===== config.mk =====
export PLATFORM = sky130hd
export DESIGN_NAME = frogger_traffic_engine
export DESIGN_NICKNAME = d
export VERILOG_FILES = /design/src/rtl/frogger_pkg.sv /design/src/rtl/frogger_lane.sv /design/src/rtl/frogger_traffic_engine.sv
export SDC_FILE = /design/constraint.sdc
export NUM_CORES = 1
export LEC_CHECK = 0
export BUFFER_PORTS_ARGS = -buffer_cell sky130_fd_sc_hd__buf_4
export CORE_MARGIN = 2
export CORE_UTILIZATION = 56
export DETAILED_ROUTE_END_ITERATION = 10
export PLACE_DENSITY_LB_ADDON = 0.2
export SLEW_MARGIN = 25
export SYNTH_ARGS = -nofsm -noshare
export SYNTH_HDL_FRONTEND = slang
export SYNTH_HIERARCHICAL = 1
export SYNTH_SLANG_ARGS = --single-unit

===== constraint.sdc =====
create_clock -name i_Clk -period 3 [get_ports i_Clk]
set_input_delay 0.15 -clock i_Clk [delete_from_list [all_inputs] [get_ports i_Clk]]
set_output_delay 0.15 -clock i_Clk [all_outputs]
set_load 0.1 [all_outputs]

===== src/rtl/frogger_pkg.sv =====
// frogger_pkg: shared constants and helpers for the Frogger traffic engine.
// Contents: tile shift, default playfield size, lane direction encoding,
// and sat_period() which yields the level-adjusted lane period (>= 1).
package frogger_pkg;
    localparam int TILE_SHIFT = 5;
    localparam int DEF_GRID_W = 20;
    localparam int DEF_GRID_H = 15;
    localparam logic DIR_LEFT = 1'b0;
    localparam logic DIR_RIGHT = 1'b1;

    function automatic logic [7:0] sat_period(input logic [7:0] base, input logic [7:0] level);
        logic [7:0] d;
        d = (base > level) ? base - level : 8'd0;
        return (d == 8'd0) ? 8'd1 : d;
    endfunction
endpackage


===== src/rtl/frogger_lane.sv =====
// frogger_lane: one traffic lane -- frame counter, car X registers, wrap logic.
// Ports: i_Clk, i_Reset (sync, active-high), i_Tick (gated frame tick),
//   i_Level (saturated 8-bit level), i_Tile_X/Y (render query), i_Frog_X/Y,
//   i_Gap (park length, TRAFFIC_RANDOM_GAP_EN only), o_Step (registered step
//   pulse), o_Hit / o_Overlap (combinational query / frog match for this lane).
// Optional: TRAFFIC_RANDOM_GAP_EN adds per-car hold counters that park a car
// after it wraps.
module frogger_lane
    import frogger_pkg::*;
#(
    parameter int CARS = 2,
    parameter int GRID_W = DEF_GRID_W,
    parameter int X_W = 5,
    parameter int Y_W = 4,
    parameter logic [Y_W-1:0] ROW = '0,
    parameter logic DIR = DIR_RIGHT,
    parameter logic [7:0] PERIOD = 8'd8,
    parameter logic [CARS*X_W-1:0] INIT_X = '0
) (
    input  logic           i_Clk,
    input  logic           i_Reset,
    input  logic           i_Tick,
    input  logic [7:0]     i_Level,
    input  logic [X_W-1:0] i_Tile_X,
    input  logic [Y_W-1:0] i_Tile_Y,
    input  logic [X_W-1:0] i_Frog_X,
    input  logic [Y_W-1:0] i_Frog_Y,
`ifdef TRAFFIC_RANDOM_GAP_EN
    input  logic [1:0]     i_Gap,
`endif
    output logic           o_Step,
    output logic           o_Hit,
    output logic           o_Overlap
);
    logic [7:0] cnt;
    logic [7:0] p_eff;
    logic step;
    logic [X_W-1:0] car_x [CARS];
    logic [X_W-1:0] nx [CARS];
    logic [CARS-1:0] wrap, vis, hit_v, ov_v;
`ifdef TRAFFIC_RANDOM_GAP_EN
    logic [1:0] hold [CARS];
`endif

    always_comb begin
        p_eff = sat_period(PERIOD, i_Level);
        // >= rather than == so a period shortened mid-count steps on the next tick
        step = i_Tick && (({1'b0, cnt} + 9'd1) >= {1'b0, p_eff});
        for (int c = 0; c < CARS; c++) begin
            wrap[c] = DIR ? (car_x[c] == X_W'(GRID_W - 1)) : (car_x[c] == '0);
            nx[c] = wrap[c] ? (DIR ? '0 : X_W'(GRID_W - 1))
                            : (DIR ? car_x[c] + 1'b1 : car_x[c] - 1'b1);
`ifdef TRAFFIC_RANDOM_GAP_EN
            vis[c] = hold[c] == 2'd0;
`else
            vis[c] = 1'b1;
`endif
            hit_v[c] = vis[c] && (car_x[c] == i_Tile_X) && (ROW == i_Tile_Y);
            ov_v[c] = vis[c] && (car_x[c] == i_Frog_X) && (ROW == i_Frog_Y);
        end
        o_Hit = |hit_v;
        o_Overlap = |ov_v;
    end

    always_ff @(posedge i_Clk) begin
        if (i_Reset) begin
            cnt <= '0;
            o_Step <= 1'b0;
            for (int c = 0; c < CARS; c++) begin
                car_x[c] <= INIT_X[c*X_W +: X_W];
`ifdef TRAFFIC_RANDOM_GAP_EN
                hold[c] <= '0;
`endif
            end
        end else begin
            o_Step <= step;
            if (i_Tick)
                cnt <= step ? 8'd0 : cnt + 8'd1;
            if (step) begin
                for (int c = 0; c < CARS; c++) begin
`ifdef TRAFFIC_RANDOM_GAP_EN
                    // a parked car burns lane steps in place, then resumes
                    if (hold[c] != 2'd0) begin
                        hold[c] <= hold[c] - 2'd1;
                    end else begin
                        car_x[c] <= nx[c];
                        if (wrap[c])
                            hold[c] <= i_Gap;
                    end
`else
                    car_x[c] <= nx[c];
`endif
                end
            end
        end
    end
endmodule


===== src/rtl/frogger_traffic_engine.sv =====
// frogger_traffic_engine: parametrised lane/traffic engine for the Frogger VGA game.
// Ports: i_Clk, i_Reset (sync, active-high), i_Frame_Tick, i_Enable, i_Level,
//   i_Tile_X/Y (render query), i_Frog_X/Y; o_Car_Hit / o_Car_Dir (query result,
//   1-cycle latency), o_Collision (frog contact pulse), o_Step (per-lane step pulse).
// Optional: TRAFFIC_RANDOM_GAP_EN enables the LFSR-driven random parking gap.
module frogger_traffic_engine
    import frogger_pkg::*;
#(
    parameter int NUM_LANES = 4,
    parameter int CARS_PER_LANE = 2,
    parameter int GRID_W = DEF_GRID_W,
    parameter int X_W = 5,
    parameter int Y_W = 4,
    parameter int LVL_W = 7,
    parameter logic [NUM_LANES*Y_W-1:0] LANE_ROW = {4'd9, 4'd10, 4'd11, 4'd12},
    parameter logic [NUM_LANES-1:0] LANE_DIR = 4'b0101,
    parameter logic [NUM_LANES*8-1:0] LANE_PERIOD = {8'd3, 8'd4, 8'd6, 8'd8},
    parameter logic [NUM_LANES*CARS_PER_LANE*X_W-1:0] LANE_INIT_X =
        {5'd18, 5'd4, 5'd9, 5'd3, 5'd12, 5'd19, 5'd7, 5'd0}
) (
    input  logic                 i_Clk,
    input  logic                 i_Reset,
    input  logic                 i_Frame_Tick,
    input  logic                 i_Enable,
    input  logic [LVL_W-1:0]     i_Level,
    input  logic [X_W-1:0]       i_Tile_X,
    input  logic [Y_W-1:0]       i_Tile_Y,
    input  logic [X_W-1:0]       i_Frog_X,
    input  logic [Y_W-1:0]       i_Frog_Y,
    output logic                 o_Car_Hit,
    output logic                 o_Car_Dir,
    output logic                 o_Collision,
    output logic [NUM_LANES-1:0] o_Step
);
    logic [7:0] lvl8;
    logic tick;
    logic [NUM_LANES-1:0] lane_hit, lane_ov;
    logic hit_dir, overlap, overlap_q;

    assign lvl8 = (32'(i_Level) > 32'd255) ? 8'd255 : 8'(i_Level);
    assign tick = i_Frame_Tick && i_Enable;

`ifdef TRAFFIC_RANDOM_GAP_EN
    logic [15:0] lfsr;

    always_ff @(posedge i_Clk) begin
        if (i_Reset)
            lfsr <= 16'hACE1;
        else if (i_Frame_Tick)
            lfsr <= {1'b0, lfsr[15:1]} ^ (lfsr[0] ? 16'hB400 : 16'h0000);
    end
`endif

    for (genvar l = 0; l < NUM_LANES; l++) begin : g_lane
        frogger_lane #(
            .CARS(CARS_PER_LANE),
            .GRID_W(GRID_W),
            .X_W(X_W),
            .Y_W(Y_W),
            .ROW(LANE_ROW[l*Y_W +: Y_W]),
            .DIR(LANE_DIR[l]),
            .PERIOD(LANE_PERIOD[l*8 +: 8]),
            .INIT_X(LANE_INIT_X[l*CARS_PER_LANE*X_W +: CARS_PER_LANE*X_W])
        ) u_lane (
            .i_Clk(i_Clk),
            .i_Reset(i_Reset),
            .i_Tick(tick),
            .i_Level(lvl8),
            .i_Tile_X(i_Tile_X),
            .i_Tile_Y(i_Tile_Y),
            .i_Frog_X(i_Frog_X),
            .i_Frog_Y(i_Frog_Y),
`ifdef TRAFFIC_RANDOM_GAP_EN
            .i_Gap(lfsr[1:0]),
`endif
            .o_Step(o_Step[l]),
            .o_Hit(lane_hit[l]),
            .o_Overlap(lane_ov[l])
        );
    end

    always_comb begin
        hit_dir = 1'b0;
        // walk from the highest lane down so the lowest hitting lane wins
        for (int l = NUM_LANES - 1; l >= 0; l--)
            hit_dir = lane_hit[l] ? LANE_DIR[l] : hit_dir;
        overlap = |lane_ov && i_Enable;
    end

    always_ff @(posedge i_Clk) begin
        if (i_Reset) begin
            o_Car_Hit <= 1'b0;
            o_Car_Dir <= 1'b0;
            o_Collision <= 1'b0;
            overlap_q <= 1'b0;
        end else begin
            o_Car_Hit <= |lane_hit;
            o_Car_Dir <= hit_dir;
            o_Collision <= overlap && !overlap_q;
            overlap_q <= overlap;
        end
    end
endmodule


==> results.tsv, run 1 <==
stage	metric	value	unit
status	status	finished clean	
setup_path	timing.critical_path.from_type	flop	
detailed_routing	drc	0	
setup_path	critPathRequiredTime	3.11	ns
run	max_capacitance_violation_total	0	
setup_path	timing.critical_path.to_type	flop	
floorplan	die_x	110	um
setup_path	worst_r2r_path_depth	11	
logic_synthesis	postSynthRegisterBits	80	
logic_synthesis	synth-main-ff-cell	edfxtp_1	
logic_synthesis	synth_cells	698	
final_layout	n_antenna_cell	0	
clock_tree	cts_num_sinks	80	
detailed_routing	drt_pass_1_iters	4	
timing	timing_hold_violations_final	0	
detailed_routing	detailedRoute.firstIterationViolations	322	
logic_synthesis	netlist-cell-type-count	67	
timing	timing.max_slew.rel_slack	0.640	
logic_synthesis	mean_instance_size_in_the_synthesized_netlist	8.97	um2
clock_tree	cts-buffers-inserted	9	
logic_synthesis	synth_warnings	6	
floorplan	full_die_area	12000	um2
power_and_ir_drop	total_leakage_power	0.00275	uW
final_layout	finalInstanceArea	7050	um2
detailed_routing	vias_per_cell	5.76	
timing	tightestPinTransition	0.540	ns
clock_tree	cts_buffer_depth	2	
power_and_ir_drop	combinationalPowerShare	0.149	
power_and_ir_drop	cellInternalPower	1760	uW
min_path	min_path_type	in2reg	
grt	grt_start_max_net_pins	62	
floorplan	num_rows	38	
power_and_ir_drop	power_switching_share	0.265	
timing	post-route-period-util	0.946	
power_and_ir_drop	vdd.ir_drop.worst	0.219	mV
timing	minimum_clock_period_after_layout	2.84	ns
final_layout	fraction_of_layout_cells_with_a_size_suffix_above_1	0.132	
detailed_routing	final_antenna_net_count	0	
timing	report.final.slew_viol_count	0	
detailed_routing	wl_per_cell	15.3	um
min_path	hold_depth	2	
logic_synthesis	mappedNetlistArea	6260	um2
timing	unrepaired_setup_endpoints_after_global_routing	no	
final_layout	area_growth	12.5	%
final_layout	layout.nets	837	
min_path	hold_start	i_Enable	
grt	initial_antenna_violation_count	0	
setup_path	internal_reg_to_reg_setup_slack	0.16	ns
min_path	min_to	overlap_q$_SDFF_PP0_	
timing	timing.fmax	352	MHz
floorplan	dieHeight	110	um
grt	grt_first_pass_wirelength	23100	um
place	gpl.final_weighted_congestion	0.828	
power_and_ir_drop	power_per_cell_area	341	nW/um2
logic_synthesis	part_of_the_yosys_area_used_for_sequential_elements	0.320	
setup_path	setup.worst_path.start	g_lane[1].u_lane/cnt[3]$_SDFFE_PP0P_	
detailed_routing	routed_wirelength	13800	um
place	place_area	6840	um2
timing	worst_clock_skew	0.0162	ns
timing	setup_viol	0	
power_and_ir_drop	switching_power	637	uW
grt	globalRouteOverflowTotal	0	
setup_path	worst_r2r_endpoint	g_lane[1].u_lane/car_x[0][9]$_SDFFCE_PN0P_	
grt	grt_pass1_vias	5075	
setup_path	critical_path_class	reg2reg	
logic_synthesis	synth_enable_flop_cells	40	
setup_path	timing.critical_path.fanout_max	10	
floorplan	placeableCoreArea	10900	um2
place	dp.final_hpwl	10200	um
clock_tree	htreeDepth	3	
clock_tree	clock_transition_time_at_the_flip_flop_clock_pins_of_the_worst_setup_and_hold_paths	0.08	ns
setup_path	cp_data_arrival_time	2.94	ns
floorplan	floorplan.initialDensity	0.575	
power_and_ir_drop	share_of_power_burned_in_the_clock_network	0.350	
clock_tree	clock_tree.root_cell	clkbuf_8	
logic_synthesis	async_reset_ff_frac	0	
detailed_routing	num_vias	5204	
setup_path	regToRegStartpoint	g_lane[1].u_lane/cnt[3]$_SDFFE_PP0P_	
place	placement.io_buffers	35	
clock_tree	clock_tree_from_tritoncts	built	
clock_tree	cts_setup_buffers	0	
clock_tree	clkLatencyLatePin	0.36	ns
power_and_ir_drop	share_seq_of_total_power	0.501	
grt	grt_util_all_layers	0.242	
floorplan	num_io_pins	36	
timing	fin_setup_tns	0	ns
[registers in the layout, indices dropped and copies added, names as in the netlist]
| signal | flops |
|---|---|
| o_Car_Dir | 1 |
| o_Collision | 1 |
| o_Car_Hit | 1 |
| overlap_q | 1 |
| g_lane.u_lane/car_x | 40 |
| g_lane.u_lane/o_Step | 4 |
| g_lane.u_lane/cnt | 32 |
[metal layers]
metal / track usage / share of wire / up-vias / wire, um
met3: 0.0397 / 0.045 / 19 / 618
li1: - / - / 2610 / -
met5: 0 / 0 / - / 0
met1: 0.303 / 0.46 / 2471 / 6320
met4: 0.0796 / 0.016 / 0 / 220
met2: 0.425 / 0.48 / 104 / 6680
[worst max-delay path: stages, from the launching register on]
cell and delay [ns]:
dfxtp_1 0.40, and3_1 0.21, and3_2 0.20, nand3_1 0.09, xor2_1 0.19, inv_1 0.07, ha_1 0.30, and3_1 0.20
a221o_1 0.35, a31oi_4 0.19, nand2_2 0.07, a21o_2 0.30
[synthesized netlist by cell type (all sizes together), types with 11 or more instances]
cell type	count	area [um2]
nor2	20	77.6
nor3	27	135
nand2	49	186
xnor2	58	508
ha	49	613
nand2b	37	231
xor2	54	473
or3	11	68.8
o21ai	20	100
dfxtp	40	801
nor2b	16	100
nand4	25	163
edfxtp	40	1200
clkbuf	16	60.1
a31oi	13	96.3
nand3	40	205
inv	27	101
a21oi	44	231
[power groups by stage]
| stage | sequential [uW] | combinational [uW] | clock (uW) |
|---|---|---|---|
| 5_1_grt | 1210 | 401 | 906 |
| 3_5_place_dp | 1230 | 356 | 0 |
| 2_1_floorplan | 1220 | 222 | 0 |
| 6_report | 1200 | 357 | 841 |
| 4_1_cts | 1200 | 357 | 863 |
| 3_3_place_gp | 1230 | 337 | 0 |
[cell usage in the layout, fill, tap and decap left out, types with 4 or more instances in the layout]
master,instances
a21boi_1,4
a21o_1,9
a21oi_1,41
a22oi_1,4
a31oi_1,12
and2_1,4
and3_1,7
buf_4,63
clkbuf_8,9
conb_1,17
dfxtp_1,40
edfxtp_1,40
ha_1,49
inv_1,26
mux2i_1,5
nand2_1,48
nand2b_1,37
nand3_1,39
nand4_1,24
nand4b_1,7
nor2_1,19
nor2b_1,16
nor3_1,27
nor3b_1,5
nor4_1,7
o211ai_1,7
o21ai_0,20
or3_1,11
xnor2_1,58
xor2_1,54
[metrics by stage]
step / total power [uW] / setup slack [ns] / cells / hold slack, ns / utilization
floorplan: 1440 / 0.0772 / 710 / 0.219 / -
global placement: 1560 / 0.0516 / 888 / 0.378 / 0.628
detailed placement: 1580 / -0.0552 / 888 / 0.394 / 0.628
CTS: 2420 / 0.108 / 904 / 0.0550 / 0.647
global route: 2510 / 0.00768 / 904 / 0.0505 / 0.647
finish: 2400 / 0.162 / 904 / 0.0676 / 0.647
[layout make-up]
type | instances | area, um2
Multi-Input combinational cell | 576 | 4070
Clock buffer | 12 | 156
Fill cell | 919 | 3840
Inverter | 28 | 105
Timing Repair Buffer | 64 | 493
Clock inverter | 4 | 50.0
Sequential cell | 80 | 2000
Tap cell | 140 | 175
[how the worst max path moves through the flow]
stage                                                            end  cells after the start
after floorplan           g_lane[0].u_lane/car_x[0][0]$_SDFFCE_PP0P_                     11
after global placement    g_lane[3].u_lane/car_x[0][3]$_SDFFCE_PP0P_                     11
after detailed placement  g_lane[3].u_lane/car_x[0][6]$_SDFFCE_PP1P_                     11
after CTS                 g_lane[1].u_lane/car_x[0][7]$_SDFFCE_PN1P_                     11
after global routing      g_lane[1].u_lane/car_x[0][9]$_SDFFCE_PN0P_                     11
final                     g_lane[1].u_lane/car_x[0][9]$_SDFFCE_PN0P_                     11
[logic make-up after synthesis]
logic type,share of synthesized area
simple gates,0.249
compound gates,0.126
xor+xnor,0.157
flops,0.320
buf+inv,0.0386
fa+ha+maj,0.0979
mux,0.00979
other cells,0.00300
[timing repair]
action,4_1_cts,5_1_grt
hold buffers,0,0
gates resized for setup,0,1
endpoints found under the setup margin,0,10
Power figures use the tool's default switching activity.
==> run 2: changes to the inputs <==
--- a/config.mk
+++ b/config.mk
@@ -5,10 +5,12 @@
 export SDC_FILE = /design/constraint.sdc
 export NUM_CORES = 1
 export LEC_CHECK = 0
+export ABC_AREA = 1
 export BUFFER_PORTS_ARGS = -buffer_cell sky130_fd_sc_hd__buf_4
 export CORE_MARGIN = 2
 export CORE_UTILIZATION = 56
 export DETAILED_ROUTE_END_ITERATION = 10
+export GPL_TIMING_DRIVEN = 0
 export PLACE_DENSITY_LB_ADDON = 0.2
 export SLEW_MARGIN = 25
 export SYNTH_ARGS = -nofsm -noshare
==> run 2 against run 1 <==
Compared with the run above: utilization down 1.2 points; sequential share of layout area is 0.80 points higher; largest cell class unchanged; register-to-register slack gained 0.26 ns; clock-buffer cell count shrank 1; maximum frequency is 8.7% higher; design area shrank 2.8%; critical endpoint is now g_lane[3].u_lane/car_x[0][9]$_SDFFCE_PP1P_; combinational power up 39%.
==> results.tsv, run 2 <==
stage	metric	value	unit
status	status	finished clean	
grt	grt_start_max_net_pins	19	
final_layout	largest_registers	g_lane.u_lane/car_x (40), g_lane.u_lane/cnt (32), g_lane.u_lane/o_Step (4)	
min_path	min_path_type	in2reg	
clock_tree	clock_transition_time_at_the_flip_flop_clock_pins_of_the_worst_setup_and_hold_paths	0.08	ns
timing	timing.fmax	383	MHz
grt	grt_first_pass_wirelength	21900	um
detailed_routing	drt_pass_1_iters	5	
grt	busiest_layer	met2	
detailed_routing	drc	0	
detailed_routing	wl_per_cell	13.1	um
setup_path	timing.critical_path.from_type	primary input	
final_layout	layout.nets	936	
logic_synthesis	postSynthRegisterBits	80	
setup_path	critical_path_class	in2reg	
clock_tree	clock_tree.root_cell	clkbuf_8	
clock_tree	cts-buffers-inserted	9	
final_layout	fill_cells	909	
place	gpl.final_weighted_congestion	0.850	
power_and_ir_drop	vdd.ir_drop.worst	0.196	mV
final_layout	max_reg_flops	40	
place	pre_cts_ws	-0.0136	ns
timing	timing.max_slew.rel_slack	0.456	
logic_synthesis	yosys.area.top_type	edfxtp_1	
clock_tree	cts_setup_buffers	0	
timing	minimum_clock_period_after_layout	2.61	ns
setup_path	timing.critical_path.fanout_max	18	
timing	report.final.slew_viol_count	0	
logic_synthesis	yosys.cell_count.top_type	nand2_1	
final_layout	final_common_cell	nand2_1	
timing	setup_slack	0.389	ns
floorplan	placeableCoreArea	10800	um2
logic_synthesis	mean_instance_size_in_the_synthesized_netlist	7.73	um2
detailed_routing	detailedRoute.firstIterationViolations	358	
clock_tree	cts_resized	0	
logic_synthesis	mappedNetlistArea	6180	um2
grt	grtUsageMet1	0.297	
final_layout	n_antenna_cell	0	
detailed_routing	num_vias	5249	
floorplan	full_die_area	11900	um2
logic_synthesis	synth_top_cells_by_area	edfxtp_1, dfxtp_1, ha_1	
place	placement.io_buffers	35	
place	place_area	6670	um2
logic_synthesis	synth_enable_flop_cells	40	
detailed_routing	routed_wirelength	13100	um
logic_synthesis	netlist-cell-type-count	44	
timing	setup_viol	0	
logic_synthesis	synth.top_cells.by_count	nand2_1, inv_1, nor2_1, xnor2_1, ha_1	
clock_tree	cts_buffer_depth	2	
timing	timing_hold_violations_final	0	
clock_tree	clock_tree_from_tritoncts	built	
logic_synthesis	synth-main-ff-cell	edfxtp_1	
grt	globalRouteOverflowTotal	0	
clock_tree	clkLatencyLatePin	0.36	ns
setup_path	cp_data_arrival_time	2.62	ns
floorplan	die_x	109	um
run	max_capacitance_violation_total	0	
detailed_routing	vias_per_cell	5.23	
clock_tree	cts_num_sinks	80	
clock_tree	htreeDepth	3	
timing	worst_clock_skew	0.0158	ns
timing	tightestPinTransition	0.809	ns
power_and_ir_drop	total_leakage_power	0.00313	uW
floorplan	num_io_pins	36	
final_layout	area_growth	10.9	%
floorplan	num_rows	38	
final_layout	finalInstanceArea	6850	um2
logic_synthesis	async_reset_ff_frac	0	
logic_synthesis	synthDominantCellAreaShare	0.194	
grt	grt_util_all_layers	0.231	
final_layout	most-common-layout-cells	nand2_1, inv_1, nor2_1	
timing	post-route-period-util	0.870	
place	dp.final_hpwl	9890	um
setup_path	critPathRequiredTime	3.01	ns
grt	gr-usage-met3	0.0353	
floorplan	floorplan.initialDensity	0.573	
detailed_routing	final_antenna_net_count	0	
logic_synthesis	part_of_the_yosys_area_used_for_sequential_elements	0.324	
timing	unrepaired_setup_endpoints_after_global_routing	no	
setup_path	timing.critical_path.to_type	flop	
grt	initial_antenna_violation_count	0	
power_and_ir_drop	power_per_cell_area	369	nW/um2
logic_synthesis	synth_warnings	6	
logic_synthesis	synth_cells	800	
final_layout	fraction_of_layout_cells_with_a_size_suffix_above_1	0.105	
clock_tree	cts_hold_buf	0	
final_layout	largest_register	g_lane.u_lane/car_x	
floorplan	dieHeight	109	um
grt	grt_pass1_vias	4956	
grt	globalRouteMet2Util	0.394	
## run 2: changes by cell type after synthesis, moves of 10 or more
cell	change
xor2_1	-12
a21o_1	-10
nor2b_1	-16
a21oi_1	-19
clkbuf_1	-10
inv_1	+81
nor3_1	-18
nand2b_1	-37
nor2_1	+87
nand2_1	+96
## run 2: kinds of logic (layout without fill, tap and decap cells)
kind of cell	after synthesis	after routing	synth area share
and+or+nand+nor	382	382	0.288
buffers and inverters	119	170	0.0801
xor gates and xnor gates	94	94	0.133
DFF	80	80	0.324
AOI/OAI and AO/OA	59	59	0.0534
adders and majority gates	49	49	0.0992
muxes	12	12	0.0194
other	5	17	0.00304
## run 2: where the power goes
part           total, uW  switching, uW  internal (uW)
sequential          1240           45.9           1190
clock                796            412            384
combinational        496            298            198
## run 2: metrics by stage
stage | TNS [ns] | total power (uW) | hold WS [ns] | util | std cells
floorplan | 0 | 1600 | 0.219 | - | 812
global placement | 0 | 1730 | 0.388 | 0.618 | 987
detailed placement | -0.133 | 1750 | 0.392 | 0.618 | 987
CTS | 0 | 2550 | 0.120 | 0.635 | 1003
global route | 0 | 2660 | 0.124 | 0.635 | 1003
finish | 0 | 2530 | 0.130 | 0.635 | 1003
## run 2: path summary, 6_finish.rpt
kind                                              from                                          to  slack [ns]  cells past startpoint
hold / removal                                 i_Reset                        o_Car_Dir$_SDFF_PP0_        0.13                      2
setup reg to reg  g_lane[3].u_lane/cnt[0]$_SDFFE_PP0P_  g_lane[3].u_lane/car_x[0][9]$_SDFFCE_PP1P_        0.42                     14
setup / recovery                            i_Level[2]  g_lane[3].u_lane/car_x[0][9]$_SDFFCE_PP1P_        0.39                     17
hold reg to reg                   overlap_q$_SDFF_PP0_                      o_Collision$_SDFF_PP0_        0.40                      1
## run 2: critical path, stage by stage
cell and delay (ns):
buf_4 0.15, inv_1 0.06, ha_1 0.13, nand3b_1 0.07, nor4_1 0.62, nand2_1 0.13
ha_1 0.34, nand2_1 0.06, nand2_1 0.06, nand2_1 0.05, nand3_1 0.08, nand2_1 0.05
nand2_1 0.06, nand2_1 0.08, nand2_1 0.09, nand2_1 0.10, nand2_2 0.33
## run 2: layer usage
metal / wire [um] / share of wire
met5: 0 / 0
met4: 235 / 0.018
met3: 585 / 0.045
met1: 6080 / 0.46
met2: 6230 / 0.47
## run 2: layout make-up
type	instances	area (um2)	share of cell area
multi-input cells	613	3730	0.544
flip-flops and latches	80	2000	0.292
inverters	107	402	0.0586
repair buffers	35	263	0.0383
well taps	140	175	0.0256
clock buffers	11	131	0.0192
plain buffers	12	93.8	0.0137
clock inverters	5	57.6	0.00840
